<file path="config.mk">
export PLATFORM = sky130hd
export DESIGN_NAME = rx_mag_acc
export DESIGN_NICKNAME = d
export VERILOG_FILES = /design/src/rtl/rx_mag_acc.sv
export SDC_FILE = /design/constraint.sdc
export NUM_CORES = 1
export LEC_CHECK = 0
export BUFFER_PORTS_ARGS = -buffer_cell sky130_fd_sc_hd__buf_2
export CELL_PAD_IN_SITES_DETAIL_PLACEMENT = 2
export CELL_PAD_IN_SITES_GLOBAL_PLACEMENT = 2
export CORE_MARGIN = 2
export CORE_UTILIZATION = 40
export CTS_BUF_LIST = sky130_fd_sc_hd__clkbuf_4
export DETAILED_ROUTE_END_ITERATION = 16
export GPL_TIMING_DRIVEN = 1
export PLACE_DENSITY_LB_ADDON = 0.1
export SYNTH_ARGS = -nofsm -noshare
export SYNTH_HDL_FRONTEND = slang
export SYNTH_SLANG_ARGS = --single-unit
export TNS_END_PERCENT = 20
</file>
<file path="constraint.sdc">
create_clock -name clk -period 4.5 [get_ports clk]
set_input_delay 0.9 -clock clk [delete_from_list [all_inputs] [get_ports clk]]
set_output_delay 0.9 -clock clk [all_outputs]
set_load 0.005 [all_outputs]
</file>
<file path="src/rtl/rx_mag_acc.sv">
`default_nettype none
// ============================================================================
//  Module   : rx_mag_acc
//  Purpose  : Streaming I/Q magnitude estimator with windowed averaging and
//             threshold detect for the receive path (AGC, energy/carrier
//             detect). Three registered stages compute
//             |I+jQ| ~= max + f(min), with f selected per sample by mode.
//             The estimate is then averaged over 2^P_ACC_LOG2 valid samples.
//  Ports    : clk     - system clock
//             rst_n   - asynchronous active-low reset
//             in_vld  - data_i/data_q/mode valid this cycle
//             data_i  - in-phase sample, signed, P_W bits
//             data_q  - quadrature sample, signed, P_W bits
//             mode    - approximation select, travels with the sample
//             clr     - synchronous flush of the pipeline and the window
//             thr     - detect threshold, sampled when a window completes
//             mag_vld - per-sample estimate valid
//             mag     - per-sample estimate, unsigned P_W+1 bits (held)
//             avg_vld - one-cycle pulse when a window completes
//             avg     - window average, unsigned P_W+1 bits (held)
//             det     - avg >= thr, updated with avg
//  Revision : 1.0 - initial release
// ============================================================================
module rx_mag_acc #(
  parameter int P_W        = 6,
  parameter int P_ACC_LOG2 = 4
) (
  input  logic                clk,
  input  logic                rst_n,
  input  logic                in_vld,
  input  logic [P_W-1:0]      data_i,
  input  logic [P_W-1:0]      data_q,
  input  logic [1:0]          mode,
  input  logic                clr,
  input  logic [P_W:0]        thr,
  output logic                mag_vld,
  output logic [P_W:0]        mag,
  output logic                avg_vld,
  output logic [P_W:0]        avg,
  output logic                det
);

  localparam int             c_MW  = P_W + 1;
  localparam int             c_AW  = P_W + 1 + P_ACC_LOG2;
  localparam logic [P_W-1:0] c_ONE = {{(P_W-1){1'b0}}, 1'b1};

  // --------------------------------------------------------------------------
  // Two's complement magnitude in P_W bits. The most negative code maps to
  // 2^(P_W-1), which is representable as an unsigned P_W-bit value.
  // --------------------------------------------------------------------------
  function automatic logic [P_W-1:0] f_abs(input logic [P_W-1:0] x);
    f_abs = x[P_W-1] ? (~x + c_ONE) : x;
  endfunction

  // Stage 1 registers
  logic           s1_vld_q, s1_vld_d;
  logic [P_W-1:0] abs_i_q, abs_i_d;
  logic [P_W-1:0] abs_q_q, abs_q_d;
  logic [1:0]     s1_mode_q, s1_mode_d;

  // Stage 2 registers
  logic           s2_vld_q, s2_vld_d;
  logic [P_W-1:0] big_q, big_d;
  logic [P_W-1:0] small_q, small_d;
  logic [1:0]     s2_mode_q, s2_mode_d;

  // Stage 3 registers
  logic           mag_vld_q, mag_vld_d;
  logic [c_MW-1:0] mag_q, mag_d;

  // Window accumulator
  logic [c_AW-1:0]       acc_q, acc_d;
  logic [P_ACC_LOG2-1:0] cnt_q, cnt_d;
  logic                  avg_vld_q, avg_vld_d;
  logic [c_MW-1:0]       avg_q, avg_d;
  logic                  det_q, det_d;

  // Combinational helpers
  logic [P_W-1:0]  f_small;
  logic [c_AW-1:0] acc_sum;
  logic [c_MW-1:0] avg_new;
  logic            win_last;

  // --------------------------------------------------------------------------
  // Stage 1: absolute values; mode is captured with the sample so a mode
  // change never reaches samples already in the pipeline.
  // --------------------------------------------------------------------------
  always_comb begin
    s1_vld_d  = in_vld & ~clr;
    abs_i_d   = abs_i_q;
    abs_q_d   = abs_q_q;
    s1_mode_d = s1_mode_q;
    if (in_vld) begin
      abs_i_d   = f_abs(data_i);
      abs_q_d   = f_abs(data_q);
      s1_mode_d = mode;
    end
  end

  // --------------------------------------------------------------------------
  // Stage 2: sort into big/small; a tie keeps abs_i as big.
  // --------------------------------------------------------------------------
  always_comb begin
    s2_vld_d  = s1_vld_q & ~clr;
    big_d     = big_q;
    small_d   = small_q;
    s2_mode_d = s2_mode_q;
    if (s1_vld_q) begin
      s2_mode_d = s1_mode_q;
      if (abs_q_q > abs_i_q) begin
        big_d   = abs_q_q;
        small_d = abs_i_q;
      end else begin
        big_d   = abs_i_q;
        small_d = abs_q_q;
      end
    end
  end

  // --------------------------------------------------------------------------
  // Stage 3: mag = big + f(small). Every shift term is floored on its own;
  // the largest f is small/2, so the sum never exceeds P_W+1 bits.
  // --------------------------------------------------------------------------
  always_comb begin
    f_small = '0;
    case (s2_mode_q)
      2'd0:    f_small = (small_q >> 2) + (small_q >> 4) + (small_q >> 5);
      2'd1:    f_small = small_q >> 1;
      2'd2:    f_small = '0;
      default: f_small = (small_q >> 2) + (small_q >> 3);
    endcase
  end

  always_comb begin
    mag_vld_d = s2_vld_q & ~clr;
    mag_d     = mag_q;
    if (s2_vld_q && !clr) begin
      mag_d = {1'b0, big_q} + {1'b0, f_small};
    end
  end

  // --------------------------------------------------------------------------
  // Window accumulator. acc_sum already includes the current estimate so the
  // completing sample is part of its own window average.
  // --------------------------------------------------------------------------
  always_comb begin
    acc_sum  = acc_q + {{P_ACC_LOG2{1'b0}}, mag_q};
    avg_new  = acc_sum[c_AW-1:P_ACC_LOG2];
    win_last = &cnt_q;

    acc_d     = acc_q;
    cnt_d     = cnt_q;
    avg_vld_d = 1'b0;
    avg_d     = avg_q;
    det_d     = det_q;

    if (clr) begin
      acc_d = '0;
      cnt_d = '0;
    end else if (mag_vld_q) begin
      cnt_d = cnt_q + 1'b1;  // wraps to 0 on the completing sample
      if (win_last) begin
        acc_d     = '0;
        avg_vld_d = 1'b1;
        avg_d     = avg_new;
        det_d     = (avg_new >= thr);
      end else begin
        acc_d = acc_sum;
      end
    end
  end

  // --------------------------------------------------------------------------
  // State registers
  // --------------------------------------------------------------------------
  always_ff @(posedge clk or negedge rst_n) begin
    if (!rst_n) begin
      s1_vld_q  <= 1'b0;
      abs_i_q   <= '0;
      abs_q_q   <= '0;
      s1_mode_q <= '0;
      s2_vld_q  <= 1'b0;
      big_q     <= '0;
      small_q   <= '0;
      s2_mode_q <= '0;
      mag_vld_q <= 1'b0;
      mag_q     <= '0;
      acc_q     <= '0;
      cnt_q     <= '0;
      avg_vld_q <= 1'b0;
      avg_q     <= '0;
      det_q     <= 1'b0;
    end else begin
      s1_vld_q  <= s1_vld_d;
      abs_i_q   <= abs_i_d;
      abs_q_q   <= abs_q_d;
      s1_mode_q <= s1_mode_d;
      s2_vld_q  <= s2_vld_d;
      big_q     <= big_d;
      small_q   <= small_d;
      s2_mode_q <= s2_mode_d;
      mag_vld_q <= mag_vld_d;
      mag_q     <= mag_d;
      acc_q     <= acc_d;
      cnt_q     <= cnt_d;
      avg_vld_q <= avg_vld_d;
      avg_q     <= avg_d;
      det_q     <= det_d;
    end
  end

  assign mag_vld = mag_vld_q;
  assign mag     = mag_q;
  assign avg_vld = avg_vld_q;
  assign avg     = avg_q;
  assign det     = det_q;

endmodule
`default_nettype wire

</file>
Word level (Yosys, flattened, before mapping)
Index checks and enable logic that the tools add are counted.
Widths: inputs -> output; s select.
{ "totals": {"reg_bits": 62, "word_cells": 52} }
{ "classes": {"bitwise": 6, "reduce_logical": 6, "n_mux": 13, "addsub": 8, "order_cmp": 2, "eq_ne": 2} }
{ "ops": {"columns": ["cell", "n"], "rows": [
  ["$mux 11", 3],
  ["$mux 6", 4],
  ["$pmux 6 s3", 1],
  ["$add 6x1->6 const B", 2],
  ["$not 6->6", 2],
  ["$add 11x7->11", 1],
  ["$mux 4", 2],
  ["$add 6x6->7", 1],
  ["$ge 7x7->1", 1],
  ["$add 5x1->6", 1],
  ["$gt 6x6->1", 1],
  ["$reduce_and 6->1", 1],
  ["$add 4x2->5", 1],
  ["$add 4x3->5", 1],
  ["$add 4x1->4 const B", 1],
  ["$reduce_and 4->1", 1],
  ["$and 1x1->1", 3],
  ["$mux 1", 3],
  ["$eq 2x1->1 const B", 1],
  ["$eq 2x2->1 const B", 1],
  ["$logic_not 2->1", 1],
  ["$reduce_bool 2->1", 1],
  ["$logic_and 1x1->1", 1],
  ["$logic_not 1->1", 1],
  ["$not 1->1", 1]
]} }

Longest topological paths before layout
{ "depth": {"word_depth": 4, "mapped_depth": 13, "mapped_depth_nobuf": 13} }

Worst setup path before layout
Ideal clock, no wire load.
{ "synth_timing": {"path_kind": "register to register", "start": "register mag_q[0] (netlist: mag[0])", "end": "register det_q (netlist: det)", "setup_slack_ns": 1.832, "path_buffers": 0, "arrival_time_ns": 2.540, "path_stages_with_launch": 13, "synth_period_minus_slack_ns": 2.668, "path_cell_list": "dfrtp_1 ha_1 fa_1 a211oi_2 o211ai_1 o211ai_1 xnor2_1 ha_1 a21o_1 a21oi_1 o31ai_1 a21oi_1 a21oi_1"} }
{ "synth_via": {"elab_chain_len": 2} }
{ "synth_lines": {"columns": ["element", "line_no", "rtl"], "rows": [
  ["start, declared", "69", "logic [c_MW-1:0] mag_q, mag_d;"],
  ["start signal, assigned", "203", "mag_q <= mag_d;"],
  ["$add 11x7->11", "147", "acc_sum = acc_q + {{P_ACC_LOG2{1'b0}}, mag_q};"],
  ["via acc_sum[8]", "80", "logic [c_AW-1:0] acc_sum;"],
  ["$ge 7x7->1", "166", "det_d = (avg_new >= thr);"],
  ["end signal, assigned", "208", "det_q <= det_d;"],
  ["end, declared", "76", "logic det_q, det_d;"]
]} }
The timed path passes the listed nets, and every way through them passes these cells.
A chain may end at the register's enable or synchronous reset.

Final worst setup path
{ "layout_timing": {"start": "register mag_q[0] (netlist: mag[0])", "end": "register det_q (netlist: det)"} }
{ "layout_via": {"elab_chain_len": 2} }
{ "layout_lines": {"columns": ["element", "line_no"], "rows": [
  ["$add 11x7->11", "147"],
  ["$ge 7x7->1", "166"]
]} }
No other way between the ends.

==> reports/metrics.cfg <==
[run_status]
status=completed

[cts]
htree_levels=3
cts.sinks=61
hold_buffers=0
cts_buffer_depth=2
cts_setup_buffers=0
cts_resized=0
clock_latency_ns=0.42
root_buffer=clkbuf_4
cts_tree=yes
cts_buffers=9
clk_pin_slew_worst_paths_ns=0.12

[layout]
n_fill_cell=999
drive_gt1_share_pct=19.61
final_common_cell=dfrtp_1
final_cell_mix=dfrtp_1 (61), buf_2 (41), ha_1 (34)
num_antenna_cells=0
final_net_count=467
fin_cells=519
syn_to_final_growth_pct=11.04

[worst_setup_path]
cp_max_fo=3
critPathLaunchType=flop
worst_ep_required_time_ns=4.80
critPathArrivalTime_ns=3.29
cp-end-kind=flop
crit_type=flop to flop

[die]
num_io_pins=42
dieWidth_microns=101
die_h_microns=101
initial_core_util_pct=40.93
dieArea_sq_um=10200
rows=35
core_sq_um=9196

[synth]
synth_async_sr_flop_share_pct=100.0
synthSimpleGateAreaFrac_pct=10.31
synth_top_family_by_area=compound AO/OA/AOI/OAI gates
synth_xor_area_share_pct=5.585
synth_cell_types=43
synth_fp_nets=428
ys_warn_count=0
synthFlopType=dfrtp_1
synth_seq_area_share_pct=40.56
netlist_area_sq_um=3764
synth_seq_cells=61
synth_compound_area_share_pct=15.09
avgSynthCellArea_sq_um=10.34
synth_edf_count=0
netlist_instances=364
synth_fa_ha_area_share_pct=13.96
synthMuxAreaShare_pct=9.674

[route]
drt_pass1_iterations=4
detail_route.wl_per_cell_microns=17.74
drcViolationCount=0
antenna_left=0
routed_wl_microns=9209
drt_iter0_markers=96
route.vias.total=2834
viasPerCell=5.461

[sta]
period_needed_ns=2.988
relSlewSlack_pct=29.31
hold_viol=0
min_period_over_period_pct=66.40
rsz0062_at_grt=no
setup_tns_ns=0
setup_viol=0
report.final.slew_viol_count=0
fmax_mhz=334.7
layout_setup_ws_ns=1.512
skew_ns=0.01646
worst_pin_slew_ns=1.060

[placement]
numPortBuffers=41
dp_cells=503
hpwlAfterDp_microns=7144
dpl_worst_slack_ns=1.482
place.gp.congestion=0.7683

[global_routing]
grt_max_degree=34
grt_pass1_vias=3100
antenna_found_initial=0
grt_pass1_wl_microns=15900
grt_use_total_pct=20.35
overflow=0

[power_and_ir_drop]
irDropWorstVdd_uv=135.7
pwr_density_cell_nw_per_um2=448.2
p_leak_nw=2.053

[job]
maxCapViolCount=0

[min_path]
hold_path_class=flop to flop

==> power by group <==
group / internal, W / total, W / switching (W)
Sequential: 0.000630 / 0.000739 / 0.000109
Clock: 0.000170 / 0.000380 / 0.000209
Combinational: 0.000338 / 0.000754 / 0.000416
Total: 0.00114 / 0.00187 / 0.000735
==> registers in the layout, summed over array words and instances (netlist names) <==
| register | flops |
|---|---|
| abs_i_q | 6 |
| abs_q_q | 6 |
| acc_q | 11 |
| avg | 7 |
| avg_vld | 1 |
| big_q | 6 |
| cnt_q | 4 |
| det | 1 |
| mag | 7 |
| mag_vld | 1 |
| s1_mode_q | 2 |
| s1_vld_q | 1 |
| s2_mode_q | 2 |
| s2_vld_q | 1 |
| small_q | 5 |
==> cell usage after synthesis, types with 2 or more instances <==
library cell,count,share of area (%)
a211oi_1,2,0.40
nor3_1,3,0.40
clkbuf_1,7,0.70
fa_1,5,2.7
nand3_1,3,0.40
a22o_1,7,1.6
nand4_1,4,0.66
a21o_1,4,0.80
nor2b_1,5,0.83
mux2i_1,15,4.0
o21bai_1,2,0.40
xor2_1,13,3.0
a211oi_2,2,0.66
mux2_2,16,4.8
o22ai_1,2,0.33
dfrtp_1,61,41
mux2_1,3,0.90
buf_2,4,0.53
and3_1,2,0.33
nor3b_1,5,1.0
nand2_1,19,1.9
nand2b_1,8,1.3
o21ai_0,15,2.0
o31ai_1,2,0.40
a311oi_1,5,1.2
buf_1,2,0.20
ha_1,34,11
inv_1,31,3.1
a21oi_1,27,3.6
o211ai_1,7,1.4
xnor2_1,11,2.6
nor2_1,27,2.7
==> logic make-up (layout without fill, tap and decap cells) <==
kind of cell | after synthesis | count (layout)
AOI/OAI and AO/OA | 82 | 82
and+or+nand+nor | 79 | 79
DFF | 61 | 61
buffers and inverters | 45 | 89
adders and majority gates | 39 | 39
muxes | 34 | 34
xor gates and xnor gates | 24 | 24
==> path summary, 6_finish.rpt <==
path	start	end	slack, ns	cells after the start
max in group asynchronous	rst_n	avg[6]	3.07	2
min in group asynchronous	rst_n	acc_q[2]	0.54	1
hold reg to reg	acc_q[10]	acc_q[10]	0.51	1
hold / removal	acc_q[10]	acc_q[10]	0.51	1
setup reg to reg	mag[0]	det	1.51	11
setup / recovery	mag[0]	det	1.51	11
==> stage by stage <==
step	util [%]	hold WS [ns]	cell area [sq um]	power, W
floorplan	-	0.4428	3764	0.001257
global placement	44.04	0.4584	4050	0.001470
detailed placement	44.04	0.4858	4050	0.001510
CTS	45.44	0.5101	4179	0.001910
global route	45.44	0.5303	4179	0.002041
finish	45.44	0.5064	4179	0.001873
==> routing by layer <==
layer,vias to the layer above,global-route usage (%),wire length [microns]
met3,13,3.953,257
met5,-,0,0
met1,1424,27.53,4390
li1,1358,-,-
met4,0,7.380,143
met2,39,32.51,4417
==> worst max-delay path, stage by stage (launching register included) <==
cell      delay [ns]
dfrtp_1         0.42
ha_1            0.25
fa_1            0.44
a21o_1          0.20
a21oi_1         0.20
xor2_1          0.33
ha_1            0.29
nand2b_1        0.14
a211oi_1        0.23
o31ai_1         0.13
a21oi_1         0.17
a21oi_1         0.09
==> area by class of cell <==
cell class / count / area, sq um / area share [%]
Clock buffer: 10 / 75.07 / 1.796
Clock inverter: 6 / 53.80 / 1.287
Inverter: 31 / 116.4 / 2.784
Multi-Input combinational cell: 258 / 2056 / 49.19
Sequential cell: 61 / 1526 / 36.53
Tap cell: 111 / 138.9 / 3.323
Timing Repair Buffer: 42 / 212.7 / 5.090
(Power assumes the default switching activity.)
